**src/rtl/packed_lane_serializer.sv**
```systemverilog
`default_nettype none
// ============================================================================
// Module      : packed_lane_serializer
// Description : Emits a captured N x W packed vector one lane per beat over a
//               valid/ready stream, MSB-lane-first or LSB-lane-first.
// Revision    : 1.0 - initial release
// ============================================================================
module packed_lane_serializer #(
    parameter int N = 3,
    parameter int W = 2,
    localparam int IW = (N > 1) ? $clog2(N) : 1
) (
    input  logic                i_clk,
    input  logic                i_rst,
    input  logic                i_load_valid,
    output logic                o_load_ready,
    input  logic [N-1:0][W-1:0] i_load_data,
    input  logic                i_msb_first,
    input  logic                i_abort,
    output logic                o_lane_valid,
    input  logic                i_lane_ready,
    output logic [W-1:0]        o_lane_data,
    output logic [IW-1:0]       o_lane_index,
    output logic                o_lane_last,
    output logic                o_busy
);

    localparam logic [0:0]    c_st_idle  = 1'b0;
    localparam logic [0:0]    c_st_send  = 1'b1;
    localparam logic [IW-1:0] c_last_idx = IW'(N - 1);
    localparam logic [IW-1:0] c_one      = IW'(1);

    logic [0:0]          r_state;
    logic [N-1:0][W-1:0] r_data;
    logic                r_dir;
    logic [IW-1:0]       r_idx;

    logic w_send;
    logic w_last;
    logic w_load_fire;

    assign w_send = (r_state == c_st_send);
    // Final lane depends on direction: index 0 when descending, N-1 when ascending.
    assign w_last = r_dir ? (r_idx == '0) : (r_idx == c_last_idx);

    assign o_load_ready = i_rst & ~i_abort &
                          (~w_send | (i_lane_ready & w_last));
    assign w_load_fire  = i_load_valid & o_load_ready;

    assign o_lane_valid = w_send;
    assign o_busy       = w_send;
    assign o_lane_data  = w_send ? r_data[r_idx] : '0;
    assign o_lane_index = w_send ? r_idx : '0;
    assign o_lane_last  = w_send & w_last;

    always_ff @(posedge i_clk) begin
        if (!i_rst) begin
            r_state <= c_st_idle;
            r_data  <= '0;
            r_dir   <= 1'b0;
            r_idx   <= '0;
        end else if (w_load_fire) begin
            // Covers both a load from IDLE and a back-to-back load on the last beat.
            r_state <= c_st_send;
            r_data  <= i_load_data;
            r_dir   <= i_msb_first;
            r_idx   <= i_msb_first ? c_last_idx : '0;
        end else if (w_send) begin
            if (i_abort) begin
                r_state <= c_st_idle;
            end else if (i_lane_ready) begin
                if (w_last) begin
                    r_state <= c_st_idle;
                end else if (r_dir) begin
                    r_idx <= r_idx - c_one;
                end else begin
                    r_idx <= r_idx + c_one;
                end
            end
        end
    end

endmodule
`default_nettype wire
```
**config.mk**
```make
export PLATFORM = sky130hd
export DESIGN_NAME = packed_lane_serializer
export DESIGN_NICKNAME = d
export VERILOG_FILES = /design/src/rtl/packed_lane_serializer.sv
export SDC_FILE = /design/constraint.sdc
export NUM_CORES = 1
export LEC_CHECK = 0
export ABC_CLOCK_PERIOD_IN_PS = 1480
export CAP_MARGIN = 20
export CORE_MARGIN = 3
export CORE_UTILIZATION = 25
export CTS_BUF_LIST = sky130_fd_sc_hd__clkbuf_8
export CTS_CLUSTER_DIAMETER = 200
export CTS_CLUSTER_SIZE = 20
export DETAILED_ROUTE_END_ITERATION = 16
export GPL_TIMING_DRIVEN = 1
export PLACE_DENSITY = 0.6
export SLEW_MARGIN = 20
export SYNTH_ARGS = -nofsm -noshare
export SYNTH_HDL_FRONTEND = slang
export SYNTH_SLANG_ARGS = --single-unit
```
**constraint.sdc**
```tcl
create_clock -name i_clk -period 1.48 [get_ports i_clk]
set_input_delay 0.296 -clock i_clk [delete_from_list [all_inputs] [get_ports i_clk]]
set_output_delay 0.296 -clock i_clk [all_outputs]
set_load 0.02 [all_outputs]
```
==> results.md <==
- Result of the run: finished with violations
- Violated checks: negative setup slack
- Buffers & Inverters on Critical Path: 3
- Switching part of the total: 0.2504
- RSZ-0062 raised after global routing: true
- Main combinational cell family by area after synthesis: simple AND/OR/NAND/NOR gates
- Latest clock arrival within the worst-skew pair: 0.23 ns
- Fraction of final layout cells with drive strength greater than 1: 0.3723
- Antenna cell count: 0
- Final number of hold-violating endpoints: 0
- Max VDD drop: around 0.37 mV
- Net count of the mapped netlist: 73
- DIE AREA: 0.002908 mm2
- Global route overflow: 0
- Ordered cell list for the critical path: clkdlybuf4s50_1 > inv_2 > o31ai_4 > and2_4 > buf_6
- Number of pins with negative max-slew slack in the final report: 0
- Sequential area share after synthesis: 0.3486
- Global-route wire length before repair: slightly above 2 mm
- Cell taking the most area after synthesis: sky130_fd_sc_hd__dfxtp_1
- Final period demand of the worst path: 1.645 ns
- Max Freq: between 600 and 700 MHz
- Area growth from synthesis to layout: 73.20%
- Summed instance area of the synthesized netlist: 574.3 um2
- Sequential cell area: roughly 210 um2
- Detail-routed net length per standard cell: 12.07 um
- Clock Skew: 0.002882 ns
- Gate Count Post-Synth: between 60 and 70
- Final cycle utilization of the critical path: 1.111
- Total number of H-tree levels: 1
- Port Buffers: 19
- Final worst setup slack: -0.1646 ns
- DP HPWL: 950.8 um
- Primary flip-flop cell chosen by synthesis mapping: sky130_fd_sc_hd__dfxtp_1
- Number of vias per cell after detailed routing: roughly 4.5
- Number of storage elements in the synthesis netlist: 10
- Antenna violations before repair: 0
- Initial DRC count: 4
- WP data arrival: 1.35 ns
- Antenna-violating nets left: 0
- Sequential fraction of design power: 0.391
- Fraction of synthesized area in multiplexers: 0.1394
- Capturing element type of the critical path: output port
- Setup Viol. Count Final: 5
- Ranking of synthesized cells by area: sky130_fd_sc_hd__dfxtp_1, sky130_fd_sc_hd__mux2i_1, sky130_fd_sc_hd__nor2b_1, sky130_fd_sc_hd__and2_1, sky130_fd_sc_hd__o31ai_4
- Area fraction in and, or, nand and nor cells after synthesis: 0.2680
- Mean cell area of the mapped netlist: 9.415 um2
- Stage delay of the slowest cell on the critical path: ~0.47 ns
- Share of flip-flops with an asynchronous set or reset after synthesis: 0
- Core area: 0.002062 mm2
- Clock sink total: 10
- Part of the total power dissipated in the clock network: 0.363
- Height of the die: approximately 54 um
- Synthesized-area fraction occupied by ao, oa, aoi and oai cells: 0.1634
- Inserted Clock Buffers: 3
- Area occupied by multi-input gates: between 300 and 400 um2
- Top-count cell post-synth: sky130_fd_sc_hd__dfxtp_1
- Total of hold buffers inserted after clock tree synthesis: 0
- Deepest clock path buffer count: 2
- Top-level I/O count: 20
- Hold Crit Class: flip-flop to flip-flop
- Layout net count: 108
- Cell internal power dissipation: about 0.57 mW
- Adder-cell share of the synthesized area: 0
- Switching power total: between 0.15 and 0.2 mW
- CP max-delay cell: sky130_fd_sc_hd__clkdlybuf4s50_1
- Critical path data required time: 1.18 ns
- Fillers: about 210
- Post-synthesis share of cell area spent on xor and xnor gates: 0.02832
- Max capacitance violation total: 0
- Critical Path Source Type: input port
- Maximum number of pins on one net before global-route repair: 11
- Vias: 547
- Number of global-route vias before repair: ~500
- Clock transition at path regs: 0.05 ns
- Cell Count, Final, Fillers Out: around 120
- Start-to-end type of the worst setup path: input port to output port
- Largest delay contributor family on the critical path: buffers and inverters
- Clock tree from TritonCTS: done
- Fraction of post-synthesis cell area in the top cell type by area: 0.3486
- Overall fraction of global-route tracks in use: 0.1017
- Initial standard-cell utilization of the core: 0.2785
- Number of placed cells counting well taps: 113
- Number of library cell types mapped by synthesis: 24
- Peak fanout along the critical path: 2
- Die span in x: 53.93 um
- Pre-antenna DRT Iters: 4
- Combinational share of power: 0.246
- Transition time of the tightest slew-check pin: 0.3089 ns
- Final weighted congestion in routability-driven placement: 0.7881
- Cell area power density: between 700 and 800 mW/mm2
- Headroom to the max-slew limit: 0.7934
- Leading cell types by count after synthesis: sky130_fd_sc_hd__dfxtp_1, sky130_fd_sc_hd__mux2i_1, sky130_fd_sc_hd__nor2b_1, sky130_fd_sc_hd__and2_1
- Leakage power figure: ~0.42 nW
- Sum of negative setup slack: -0.4338 ns
- Warnings from Yosys: 0
- Number of enable flip-flop cells after synthesis: 0
- Cell at the root of the clock tree: sky130_fd_sc_hd__clkbuf_8
- Routed wire length: approximately 1.5 mm
- Remaining routing DRC violations: 0
- Row count: 16
==> cell families after synthesis <==
| kind of cell | Yosys count |
|---|---|
| xor gates and xnor gates | 1 |
| buffers and inverters | 6 |
| and+or+nand+nor | 23 |
| AOI/OAI and AO/OA | 13 |
| DFF | 10 |
| muxes | 8 |
==> through the flow <==
step           cell area (um2)  setup slack, ns  hold WS (ns)  utilization  total power [mW]
2_1_floorplan            574.3           0.1234        0.4381            -            0.3750
5_1_grt                  994.7          -0.2046        0.5314       0.4824            0.7995
6_report                 994.7          -0.1646        0.5034       0.4824            0.7642
3_5_place_dp             850.8          -0.6355        0.4915       0.4126            0.4488
3_3_place_gp             850.8          -0.6141        0.4781       0.4126            0.4466
4_1_cts                  920.9          -0.1765        0.4986       0.4466            0.7392
==> power groups by stage <==
stage                     sequential (mW)  clock, mW  combinational (mW)
after global placement              0.301          0               0.145
final                               0.299      0.278               0.188
after detailed placement            0.301          0               0.148
after floorplan                     0.296          0              0.0791
after CTS                           0.297      0.281               0.162
after global routing                0.300      0.297               0.202
==> layout by cell type (no fill, tap or decap), drive strengths merged <==
| cell | instances |
|---|---|
| a21boi | 3 |
| a21o | 1 |
| a21oi | 2 |
| a31oi | 1 |
| and2 | 7 |
| buf | 18 |
| clkbuf | 3 |
| clkdlybuf4s15 | 2 |
| clkdlybuf4s50 | 11 |
| dfxtp | 10 |
| dlygate4sd2 | 2 |
| inv | 2 |
| mux2i | 8 |
| nand2 | 3 |
| nand2b | 1 |
| nand3 | 3 |
| nand3b | 2 |
| nor2 | 1 |
| nor2b | 7 |
| o21ai | 4 |
| o22ai | 1 |
| o31ai | 1 |
| xnor2 | 1 |
==> final cells by class <==
type                       instances  area share
inverter                           2    0.007547
clock buffer                       3     0.04151
timing repair buffer              33      0.3120
multi-input combinational         46      0.3937
sequential                        10      0.2113
tap                               27     0.03396
==> what timing repair did <==
item                       in CTS  in global routing
cloned                          1                  0
setup endpoints to repair      15                 12
buffers inserted                4                  2
resized for setup              31                 17
pin swaps                       3                  4
==> per-layer routing <==
layer / wire (um) / track usage / up-vias
met4: 19 / 0.06383 / 0
li1: - / - / 277
met5: 0 / 0 / -
met1: 622 / 0.1117 / 247
met2: 739 / 0.1734 / 21
met3: 79 / 0.02493 / 2
==> final timing paths <==
kind                                            start                endpoint  slack [ns]  depth (start not counted)
worst max-delay path                     i_lane_ready            o_load_ready       -0.16                          5
worst min-delay path               r_dir$_SDFFE_PN0P_      r_dir$_SDFFE_PN0P_        0.50                          2
worst max register to register  r_idx[1]$_SDFFE_PN0P_  r_data[3]$_SDFFE_PN0P_           0                          7
worst min register to register     r_dir$_SDFFE_PN0P_      r_dir$_SDFFE_PN0P_        0.50                          2
==> state kept, by name (all words and copies together) (netlist names) <==
register / count
r_data: 6
r_dir: 1
o_busy: 1
r_idx: 2
==> worst register-to-register path, cell delays in order (launching register included) <==
cell                      delay, ns
sky130_fd_sc_hd__dfxtp_4       0.36
sky130_fd_sc_hd__xnor2_4       0.13
sky130_fd_sc_hd__buf_6         0.12
sky130_fd_sc_hd__o31ai_4       0.19
sky130_fd_sc_hd__buf_6         0.15
sky130_fd_sc_hd__nand3_4       0.12
sky130_fd_sc_hd__mux2i_1       0.22
sky130_fd_sc_hd__nor2b_1       0.07
No activity file was read; power rests on OpenSTA's default activity.
